==> config.mk <==
export PLATFORM = sky130hd
export DESIGN_NAME = vga_timing_gen
export DESIGN_NICKNAME = d
export VERILOG_FILES = /design/src/rtl/vga_pkg.sv /design/src/rtl/vga_axis_counter.sv /design/src/rtl/vga_timing_gen.sv
export SDC_FILE = /design/constraint.sdc
export NUM_CORES = 1
export LEC_CHECK = 0
export CAP_MARGIN = 20
export CORE_ASPECT_RATIO = 1.2
export CORE_MARGIN = 2
export CORE_UTILIZATION = 58
export CTS_CLUSTER_DIAMETER = 120
export DETAILED_ROUTE_END_ITERATION = 8
export PLACE_DENSITY = 0.87
export SETUP_SLACK_MARGIN = 0.5
export SLEW_MARGIN = 20
export SYNTH_ARGS = -nofsm -noshare
export SYNTH_HDL_FRONTEND = slang
export SYNTH_SLANG_ARGS = --single-unit
==> constraint.sdc <==
create_clock -name clk_i -period 5.3 [get_ports clk_i]
set_input_delay 0.795 -clock clk_i [delete_from_list [all_inputs] [get_ports clk_i]]
set_output_delay 0.795 -clock clk_i [all_outputs]
set_load 0.02 [all_outputs]
==> src/rtl/vga_pkg.sv <==
// Shared VGA timing defaults (640x480@60) and helpers for the raster generator.
package vga_pkg;

  localparam int unsigned DEF_H_ACTIVE = 640;
  localparam int unsigned DEF_H_FRONT  = 16;
  localparam int unsigned DEF_H_SYNC   = 96;
  localparam int unsigned DEF_H_BACK   = 48;
  localparam int unsigned DEF_V_ACTIVE = 480;
  localparam int unsigned DEF_V_FRONT  = 10;
  localparam int unsigned DEF_V_SYNC   = 2;
  localparam int unsigned DEF_V_BACK   = 33;
  localparam int unsigned DEF_CLK_DIV  = 4;

  localparam int unsigned DEF_H_TOTAL =
    DEF_H_ACTIVE + DEF_H_FRONT + DEF_H_SYNC + DEF_H_BACK;
  localparam int unsigned DEF_V_TOTAL =
    DEF_V_ACTIVE + DEF_V_FRONT + DEF_V_SYNC + DEF_V_BACK;

  // Regions of one axis, in the order they occur along a line or frame.
  typedef enum logic [1:0] {
    REG_SYNC,
    REG_BACK,
    REG_ACTIVE,
    REG_FRONT
  } axis_region_e;

  // Bits needed to hold 0..n-1; never narrower than one bit.
  function automatic int unsigned axis_width(input int unsigned n);
    return (n < 2) ? 1 : unsigned'($clog2(n));
  endfunction

endpackage

==> src/rtl/vga_axis_counter.sv <==
// One raster axis: position counter plus registered sync/active/coordinate decode.
// The decode is computed from the next count so position and decode always
// change on the same edge.
module vga_axis_counter
  import vga_pkg::*;
#(
  parameter int unsigned ACTIVE = DEF_H_ACTIVE,
  parameter int unsigned FRONT  = DEF_H_FRONT,
  parameter int unsigned SYNC   = DEF_H_SYNC,
  parameter int unsigned BACK   = DEF_H_BACK,
  parameter logic        POL    = 1'b0,
  parameter int unsigned W      = axis_width(ACTIVE + FRONT + SYNC + BACK)
) (
  input  logic         clk_i,
  input  logic         rst_ni,
  input  logic         inc_i,
  output logic [W-1:0] count_o,
  output logic         sync_o,
  output logic         active_o,
  output logic [W-1:0] coord_o,
  output logic         wrap_o
);

  localparam int unsigned TOTAL = ACTIVE + FRONT + SYNC + BACK;

  localparam logic [W-1:0] LAST       = W'(TOTAL - 1);
  localparam logic [W-1:0] BACK_START = W'(SYNC);
  localparam logic [W-1:0] ACT_START  = W'(SYNC + BACK);
  localparam logic [W-1:0] ACT_END    = W'(SYNC + BACK + ACTIVE - 1);

  logic [W-1:0] count_q, count_d;
  logic [W-1:0] coord_q, coord_d;
  logic         sync_q, sync_d;
  logic         active_q, active_d;
  axis_region_e region_d;

  // Wrap is qualified by the increment so the next axis only sees real wraps.
  assign wrap_o = inc_i && (count_q == LAST);

  // Next position and the decode of that next position.
  always_comb begin
    count_d  = wrap_o ? '0 : count_q + 1'b1;
    region_d = REG_FRONT;
    if (count_d < BACK_START)     region_d = REG_SYNC;
    else if (count_d < ACT_START) region_d = REG_BACK;
    else if (count_d <= ACT_END)  region_d = REG_ACTIVE;
    sync_d   = (region_d == REG_SYNC) ? POL : ~POL;
    active_d = (region_d == REG_ACTIVE);
    coord_d  = active_d ? (count_d - ACT_START) : '0;
  end

  // Position and decode advance together on each increment; reset is position 0.
  always_ff @(posedge clk_i or negedge rst_ni) begin
    if (!rst_ni) begin
      count_q  <= '0;
      sync_q   <= POL;
      active_q <= 1'b0;
      coord_q  <= '0;
    end else if (inc_i) begin
      count_q  <= count_d;
      sync_q   <= sync_d;
      active_q <= active_d;
      coord_q  <= coord_d;
    end
  end

  assign count_o  = count_q;
  assign sync_o   = sync_q;
  assign active_o = active_q;
  assign coord_o  = coord_q;

endmodule

==> src/rtl/vga_timing_gen.sv <==
// Parametrised VGA raster timing generator: pixel-tick divider, horizontal and
// vertical axis counters, line/frame strobes and a completed-frame counter.
module vga_timing_gen
  import vga_pkg::*;
#(
  parameter int unsigned H_ACTIVE = DEF_H_ACTIVE,
  parameter int unsigned H_FRONT  = DEF_H_FRONT,
  parameter int unsigned H_SYNC   = DEF_H_SYNC,
  parameter int unsigned H_BACK   = DEF_H_BACK,
  parameter int unsigned V_ACTIVE = DEF_V_ACTIVE,
  parameter int unsigned V_FRONT  = DEF_V_FRONT,
  parameter int unsigned V_SYNC   = DEF_V_SYNC,
  parameter int unsigned V_BACK   = DEF_V_BACK,
  parameter logic        HS_POL   = 1'b0,
  parameter logic        VS_POL   = 1'b0,
  parameter int unsigned CLK_DIV  = DEF_CLK_DIV,
  parameter int unsigned HW       = axis_width(H_ACTIVE + H_FRONT + H_SYNC + H_BACK),
  parameter int unsigned VW       = axis_width(V_ACTIVE + V_FRONT + V_SYNC + V_BACK)
) (
  input  logic          clk_i,
  input  logic          rst_ni,
  input  logic          en_i,
  output logic          pix_tick_o,
  output logic [HW-1:0] h_count_o,
  output logic [VW-1:0] v_count_o,
  output logic          h_sync_o,
  output logic          v_sync_o,
  output logic          bright_o,
  output logic [HW-1:0] x_o,
  output logic [VW-1:0] y_o,
  output logic          line_start_o,
  output logic          frame_start_o,
  output logic [15:0]   frame_count_o
);

  localparam int unsigned   DW       = axis_width(CLK_DIV);
  localparam logic [DW-1:0] DIV_LAST = DW'(CLK_DIV - 1);

  logic [DW-1:0] div_q, div_d;
  logic          tick;
  logic          h_wrap, v_wrap;
  logic          h_active, v_active;
  logic [HW-1:0] h_coord;
  logic [VW-1:0] v_coord;
  logic          line_start_q, frame_start_q;
  logic [15:0]   frame_count_q, frame_count_d;

  // The tick is the last divider phase of an enabled cycle; dropping en_i
  // suppresses it immediately so a frozen generator never shows a tick.
  assign tick = en_i && (div_q == DIV_LAST);

  // Divider phase advances only while enabled, so a pause resumes mid-phase.
  always_comb begin
    div_d = div_q;
    if (en_i) div_d = (div_q == DIV_LAST) ? '0 : div_q + 1'b1;
  end

  // Divider phase register.
  always_ff @(posedge clk_i or negedge rst_ni) begin
    if (!rst_ni) div_q <= '0;
    else         div_q <= div_d;
  end

  // Completed frames count on the same edge the vertical axis wraps.
  always_comb begin
    frame_count_d = v_wrap ? frame_count_q + 16'd1 : frame_count_q;
  end

  // Strobes last exactly the one cycle after a wrap edge; reset never makes one.
  always_ff @(posedge clk_i or negedge rst_ni) begin
    if (!rst_ni) begin
      line_start_q  <= 1'b0;
      frame_start_q <= 1'b0;
      frame_count_q <= '0;
    end else begin
      line_start_q  <= h_wrap;
      frame_start_q <= v_wrap;
      frame_count_q <= frame_count_d;
    end
  end

  vga_axis_counter #(
    .ACTIVE (H_ACTIVE),
    .FRONT  (H_FRONT),
    .SYNC   (H_SYNC),
    .BACK   (H_BACK),
    .POL    (HS_POL),
    .W      (HW)
  ) u_h_axis (
    .clk_i    (clk_i),
    .rst_ni   (rst_ni),
    .inc_i    (tick),
    .count_o  (h_count_o),
    .sync_o   (h_sync_o),
    .active_o (h_active),
    .coord_o  (h_coord),
    .wrap_o   (h_wrap)
  );

  vga_axis_counter #(
    .ACTIVE (V_ACTIVE),
    .FRONT  (V_FRONT),
    .SYNC   (V_SYNC),
    .BACK   (V_BACK),
    .POL    (VS_POL),
    .W      (VW)
  ) u_v_axis (
    .clk_i    (clk_i),
    .rst_ni   (rst_ni),
    .inc_i    (h_wrap),
    .count_o  (v_count_o),
    .sync_o   (v_sync_o),
    .active_o (v_active),
    .coord_o  (v_coord),
    .wrap_o   (v_wrap)
  );

  // Coordinates are only meaningful inside the active area of both axes.
  assign bright_o      = h_active & v_active;
  assign x_o           = bright_o ? h_coord : '0;
  assign y_o           = bright_o ? v_coord : '0;
  assign pix_tick_o    = tick;
  assign line_start_o  = line_start_q;
  assign frame_start_o = frame_start_q;
  assign frame_count_o = frame_count_q;

endmodule

==> run_results.csv, run 1 <==
group,metric,value,unit
sta,tns,0,ns
cts,cts.reportedPaths.clkPinSlew,0.07,ns
synth,synthSimpleGateAreaFrac,0.228,
floorplan,fp.dieH,93.2,um
sta,max_freq,0.258,GHz
setup_path,cp_data_required_time,5.54,ns
synth,synth_area,0.00384,mm^2
synth,synth_flop_cell,"dfrtp_1",
detailed_routing,wl_met3,380,um
setup_path,ff2ff_setup_slack,1.65,ns
cts,clock-root-buffer,"clkbuf_8",
layout,syn_to_final_growth,22.0,%
sta,fin_skew,0.00915,ns
setup_path,reg2reg_to,"u_v_axis.coord_o[5]",
setup_path,cp-startpoint,"en_i",
detailed_routing,wl,8980,um
setup_path,r2r_start,"u_h_axis.count_o[0]",
layout,nFillCells,484,
synth,synth_xor_area_frac,0.0935,
detailed_routing,num_vias,3293,
synth,synth_top_family_by_area,"simple AND/OR/NAND/NOR gates",
synth,yosys-mux-area-fraction,0.0218,
setup_path,start_kind,"input pin",
global_route,grt_pass1_vias,3280,
layout,multiInputGateArea,0.00206,mm^2
cts,cts_resized,0,
power_and_ir_drop,p_comb_frac,0.133,
global_route,overflow,0,
setup_path,crit_path_end_kind,"register",
synth,synth_compound_area_frac,0.167,
cts,cts_tree,"built",
power_and_ir_drop,switching_share,0.291,
cts,post_cts_buffers,0,
detailed_routing,detail-route-antenna-nets,0,
power_and_ir_drop,internal_power,789,uW
power_and_ir_drop,finalPower,1110,uW
setup_path,crit_path_max_incr_delay,0.47,ns
power_and_ir_drop,pwr-share-seq,0.493,
power_and_ir_drop,clkPwrFrac,0.375,
min_path,hold_class,"reg -> reg",
detailed_routing,viasPerCell,5.91,
global_route,grt_max_degree,65,
power_and_ir_drop,ir_drop,0.162,mV
detailed_routing,drc,0,
synth,synth_cells,416,
floorplan,io_pins,65,
placement,dp_hpwl,6220,um
floorplan,core,0.00641,mm^2
synth,synth.distinct_cells,62,
synth,syn-num-nets,427,
setup_path,r2r_cells,13,
layout,layout_common_cells,"64 x dfrtp_1, 63 x clkdlybuf4s50_1, 59 x nand2_1",
synth,synth-seq-cells,64,
power_and_ir_drop,powerDensity,237,mW/mm^2
sta,setup_violations,0,
cts,h-tree-depth,3,
synth,syn_avg_cell_area,9.24,um^2
cts,clkLatencyLatePin,0.34,ns
sta,finalCritPeriodShare,0.730,
sta,tightest_slew,0.797,ns
floorplan,row_count,32,
detailed_routing,wl_per_cell,16.1,um
synth,synthAdderAreaFrac,0.0261,
run,drv_cap,0,
sta,max_slew_margin,0.468,
sta,finalMaxSlewViolations,0,
status,status,"finished, final reports clean",
layout,layout.nets,478,
layout,regArea,0.00160,mm^2
synth,yosysSeqAreaShare,0.417,
synth,synth-edff-count,0,
floorplan,start_util,0.600,
placement,gp_congestion,0.903,
placement,portBuffers,64,
cts,numCtsBuffers,9,
layout,drive_above_1_share,0.108,
setup_path,crit_end,"u_v_axis.coord_o[5]",
floorplan,die_width,78.3,um
global_route,grt_usage,0.270,
floorplan,die_area,0.00729,mm^2
setup_path,worstPathMaxFanout,22,
layout,final_common_cell,"dfrtp_1",
detailed_routing,wl_met1,3780,um
setup_path,crit_chain,"clkdlybuf4s50_1 > nand2_1 > inv_1 > nand4_1 > buf_4 > nor4_2 > buf_4 > nor2_1 > ha_1 > inv_1 > a221oi_2 > nor2_1 > mux2_4 > o41ai_2",
sta,fin_crit,3.87,ns
sta,final_hold_viol_count,0,
power_and_ir_drop,p_sw,324,uW
cts,clk_path_buf_depth,2,
power_and_ir_drop,p_leak,0.00215,uW
detailed_routing,routed.top_layer,"met4",
setup_path,crit_type,"in -> reg",
setup_path,arrival,4.11,ns
global_route,grt_pass1_wl,15600,um
synth,yosysWarningCount,0,
synth,ys_async_sr_fraction,1.00,
detailed_routing,dr.first_iter.drc_count,303,
detailed_routing,met2WireLength,4650,um
global_route,antenna_found_initial,0,
sta,rsz0062_at_grt,"false",
sta,hold_slack,0.478,ns
cts,postCtsHoldBufs,0,
cts,clock_sinks,64,
layout,n_antenna_cell,0,
setup_path,cp_slowest_cell,"clkdlybuf4s50_1",
detailed_routing,dr.pass1.iters,7,
## worst min path at each step
stage	startpoint	endpoint	slack (ns)	depth (start not counted)
2_1_floorplan	u_v_axis.coord_o[5]	u_v_axis.coord_o[5]	0.44	2
3_3_place_gp	u_h_axis.coord_o[4]	u_h_axis.coord_o[4]	0.45	2
3_5_place_dp	u_h_axis.coord_o[5]	u_h_axis.coord_o[5]	0.47	2
4_1_cts	u_h_axis.coord_o[5]	u_h_axis.coord_o[5]	0.48	2
5_1_grt	frame_count_o[15]	frame_count_o[15]	0.51	1
6_report	u_h_axis.coord_o[5]	u_h_axis.coord_o[5]	0.48	2
## critical path, delay by kind of cell
kind | cells | cell delay, ns
muxes | 1 | 0.33
adders and majority gates | 1 | 0.29
AOI/OAI and AO/OA | 2 | 0.72
and+or+nand+nor | 5 | 0.70
buffers and inverters | 5 | 1.25
## layer usage
metal | GRT usage | up-vias
li1 | - | 1572
met1 | 0.343 | 1602
met2 | 0.466 | 104
met3 | 0.0454 | 15
met4 | 0.0950 | 0
met5 | 0 | -
## layout make-up
| class | count | area share |
|---|---|---|
| Timing Repair Buffer | 69 | 0.144 |
| Multi-Input combinational cell | 309 | 0.439 |
| Tap cell | 85 | 0.0227 |
| Clock buffer | 9 | 0.0264 |
| Sequential cell | 64 | 0.342 |
| Clock inverter | 7 | 0.0155 |
| Inverter | 14 | 0.0112 |
## Yosys cell counts (2+ instances only)
| library cell | instances | area share |
|---|---|---|
| nand2b_1 | 4 | 0.0065 |
| nand3_2 | 2 | 0.0052 |
| and2_1 | 4 | 0.0065 |
| a211o_1 | 3 | 0.0068 |
| o31ai_2 | 7 | 0.023 |
| nor2_1 | 27 | 0.026 |
| o21ai_0 | 26 | 0.034 |
| o211ai_1 | 2 | 0.0039 |
| mux2i_1 | 2 | 0.0052 |
| xnor2_1 | 17 | 0.039 |
| nor4_2 | 2 | 0.0065 |
| a31oi_1 | 4 | 0.0065 |
| nand2_1 | 59 | 0.058 |
| ha_1 | 8 | 0.026 |
| mux2_4 | 2 | 0.0078 |
| o31ai_1 | 10 | 0.020 |
| or3_1 | 2 | 0.0033 |
| a21oi_1 | 9 | 0.012 |
| clkbuf_1 | 18 | 0.018 |
| xor2_1 | 24 | 0.055 |
| buf_2 | 7 | 0.0091 |
| o21a_1 | 3 | 0.0059 |
| nand4_1 | 8 | 0.013 |
| nor3_1 | 8 | 0.010 |
| nor4_1 | 3 | 0.0049 |
| inv_1 | 13 | 0.013 |
| nand3_1 | 13 | 0.017 |
| o221ai_1 | 2 | 0.0046 |
| and4_1 | 3 | 0.0068 |
| mux2_2 | 3 | 0.0088 |
| a211oi_1 | 2 | 0.0039 |
| dfrtp_1 | 64 | 0.42 |
| and3_1 | 24 | 0.039 |
| buf_4 | 3 | 0.0059 |
## through the flow
| stage | utilization | setup slack, ns | area, um^2 | std cells |
|---|---|---|---|---|
| 6_report | 0.732 | 1.43 | 4690 | 557 |
| 5_1_grt | 0.732 | 1.09 | 4690 | 557 |
| 4_1_cts | 0.732 | 1.46 | 4690 | 557 |
| 3_5_place_dp | 0.701 | 1.14 | 4490 | 541 |
| 3_3_place_gp | 0.701 | 1.30 | 4490 | 541 |
| 2_1_floorplan | - | 2.06 | 3840 | 416 |
## power groups by stage
stage | clock network (uW) | logic [uW] | registers (uW)
detailed placement | 0 | 147 | 556
CTS | 421 | 148 | 547
floorplan | 0 | 71.3 | 566
global route | 442 | 165 | 553
finish | 417 | 147 | 548
global placement | 0 | 142 | 556
## flip-flops by register name (all words and copies together), names as in the netlist
name and cells:
frame_start_o 1, u_v_axis.count_o 10, u_h_axis.sync_o 1, u_h_axis.active_o 1
u_v_axis.coord_o 10, u_v_axis.active_o 1, line_start_o 1, frame_count_o 16
u_h_axis.count_o 10, u_h_axis.coord_o 10, u_v_axis.sync_o 1, div_q 2
## cells by family after synthesis
group	count (synthesis)
muxes	7
adders and majority gates	8
buffers and inverters	43
AOI/OAI and AO/OA	84
and+or+nand+nor	169
xor gates and xnor gates	41
DFF	64
No activity file was read; power rests on OpenSTA's default activity.
==> run 2: changes to the inputs <==
--- a/config.mk
+++ b/config.mk
@@ -8,10 +8,10 @@
 export CAP_MARGIN = 20
 export CORE_ASPECT_RATIO = 1.2
 export CORE_MARGIN = 2
-export CORE_UTILIZATION = 58
+export CORE_UTILIZATION = 54
 export CTS_CLUSTER_DIAMETER = 120
 export DETAILED_ROUTE_END_ITERATION = 8
-export PLACE_DENSITY = 0.87
+export PLACE_DENSITY = 0.82
 export SETUP_SLACK_MARGIN = 0.5
 export SLEW_MARGIN = 20
 export SYNTH_ARGS = -nofsm -noshare
==> constraint.sdc (replaced) <==
create_clock -name clk_i -period 4 [get_ports clk_i]
set_input_delay 0.6 -clock clk_i [delete_from_list [all_inputs] [get_ports clk_i]]
set_output_delay 0.6 -clock clk_i [all_outputs]
set_load 0.02 [all_outputs]
==> run_results.csv, run 2 (same netlist as run 1, synthesis figures left out) <==
group,metric,value,unit
power_and_ir_drop,p_comb_frac,0.128,
cts,clkLatencyLatePin,0.35,ns
status,status,"finished, final reports clean",
sta,fin_skew,0.00761,ns
cts,clock-root-buffer,"clkbuf_8",
placement,portBuffers,64,
detailed_routing,dr.first_iter.drc_count,226,
floorplan,io_pins,65,
placement,gp_congestion,0.923,
floorplan,row_count,33,
layout,regArea,0.00160,mm^2
placement,dp_cells,544,
layout,n_antenna_cell,0,
cts,cts_tree,"built",
sta,max_freq,0.304,GHz
layout,multiInputGateArea,0.00207,mm^2
layout,nFillCells,565,
power_and_ir_drop,p_sw,423,uW
global_route,antenna_found_initial,0,
floorplan,start_util,0.561,
placement,dp_hpwl,6590,um
sta,tns,0,ns
cts,h-tree-depth,3,
power_and_ir_drop,pwr-share-seq,0.469,
layout,largest_reg_flops,16,
min_path,hold_class,"in -> async",
global_route,overflow,0,
power_and_ir_drop,powerDensity,325,mW/mm^2
layout,syn_to_final_growth,24.0,%
cts,cts.reportedPaths.clkPinSlew,0.07,ns
detailed_routing,wl_per_cell,16.2,um
floorplan,fp.dieH,96.4,um
power_and_ir_drop,ir_drop,0.232,mV
power_and_ir_drop,p_leak,0.00218,uW
detailed_routing,num_vias,3312,
cts,clk_path_buf_depth,2,
layout,layout.nets,483,
sta,finalCritPeriodShare,0.822,
setup_path,arrival,3.53,ns
setup_path,worstPathMaxFanout,10,
setup_path,crit_path_end_kind,"register",
layout,final_common_cell,"dfrtp_1",
detailed_routing,wl,9160,um
global_route,grt_pass1_vias,3144,
setup_path,crit_type,"reg -> reg",
sta,tightest_slew,0.934,ns
detailed_routing,drc,0,
sta,fin_crit,3.29,ns
floorplan,core,0.00685,mm^2
sta,max_slew_margin,0.378,
power_and_ir_drop,switching_share,0.273,
floorplan,die_width,81.0,um
run,drv_cap,0,
global_route,grt_usage,0.256,
setup_path,start_kind,"register",
detailed_routing,detail-route-antenna-nets,0,
cts,numCtsBuffers,9,
layout,layout.cells.non_filler,564,
global_route,grt_max_degree,43,
sta,rsz0062_at_grt,"true",
power_and_ir_drop,clkPwrFrac,0.403,
power_and_ir_drop,internal_power,1130,uW
layout,drive_above_1_share,0.115,
cts,cts_resized,0,
layout,layout_common_cells,"64 x dfrtp_1, 63 x clkdlybuf4s50_1, 59 x nand2_1",
setup_path,cp_data_required_time,4.25,ns
cts,clock_sinks,64,
detailed_routing,viasPerCell,5.87,
global_route,grt_pass1_wl,15400,um
sta,final_hold_viol_count,0,
sta,finalMaxSlewViolations,0,
floorplan,die_area,0.00781,mm^2
detailed_routing,dr.pass1.iters,5,
sta,setup_violations,0,
## run 2: cell types whose count changed in the layout (fill, tap and decap cells not counted)
cell       before  now
clkbuf_8        9   10
clkinv_2        2    1
nor4_4          0    1
buf_4           5   10
bufinv_16       1    2
nor4_2          2    1
clkbuf_1        0    1
clkinv_4        2    0
## run 2: layout make-up
| type | instances | share of cell area |
|---|---|---|
| Clock inverter | 5 | 0.0168 |
| Tap cell | 87 | 0.0229 |
| Clock buffer | 11 | 0.0297 |
| Inverter | 14 | 0.0110 |
| Sequential cell | 64 | 0.336 |
| Timing Repair Buffer | 74 | 0.149 |
| Multi-Input combinational cell | 309 | 0.434 |
## run 2: worst paths after layout
path	from	end	slack [ns]	cells after the start
worst min register to register	u_h_axis.coord_o[3]	u_h_axis.coord_o[3]	0.48	2
worst max-delay path	u_h_axis.count_o[0]	u_v_axis.coord_o[5]	0.71	12
max in group asynchronous	rst_ni	u_v_axis.active_o	2.75	2
min in group clk_i	u_h_axis.coord_o[3]	u_h_axis.coord_o[3]	0.48	2
worst max register to register	u_h_axis.count_o[0]	u_v_axis.coord_o[5]	0.71	12
worst min-delay path	rst_ni	frame_count_o[15]	0.39	1
## run 2: layer usage
| metal | global-route usage | routed length (um) | vias up |
|---|---|---|---|
| met5 | 0 | 0 | - |
| met4 | 0.103 | 275 | 0 |
| met3 | 0.0502 | 476 | 24 |
| met2 | 0.418 | 4620 | 116 |
| met1 | 0.335 | 3790 | 1584 |
| li1 | - | - | 1588 |
## run 2: repair_timing
action / in CTS / in global routing
endpoints found under the setup margin: 0 / 20
buffers inserted: 0 / 4
hold buffers: 0 / 0
## run 2: power by group through the flow
| stage | registers (uW) | logic [uW] | clock network [uW] |
|---|---|---|---|
| after global routing | 732 | 222 | 663 |
| final | 727 | 198 | 625 |
| after CTS | 727 | 202 | 632 |
| after floorplan | 750 | 94.5 | 0 |
| after detailed placement | 740 | 201 | 0 |
| after global placement | 737 | 193 | 0 |
## run 2: metrics by stage
stage               setup WS [ns]  area, um^2  total power (uW)  utilization  hold slack (ns)
floorplan                   0.763        3840               844            -            0.304
detailed placement          0.366        4510               941        0.658            0.464
global route                0.489        4760              1620        0.695            0.467
global placement            0.498        4510               930        0.658            0.456
CTS                         0.575        4730              1560        0.691            0.426
finish                      0.713        4760              1550        0.695            0.395
## run 2: worst max-delay path, stage by stage (launching register included)
cell	delay, ns
dfrtp_1	0.46
ha_1	0.28
and4_2	0.30
nand4_1	0.10
buf_4	0.17
nor4_4	0.06
nor2_1	0.22
ha_1	0.29
inv_1	0.14
a221oi_2	0.43
nor2_1	0.12
mux2_4	0.33
o41ai_2	0.28
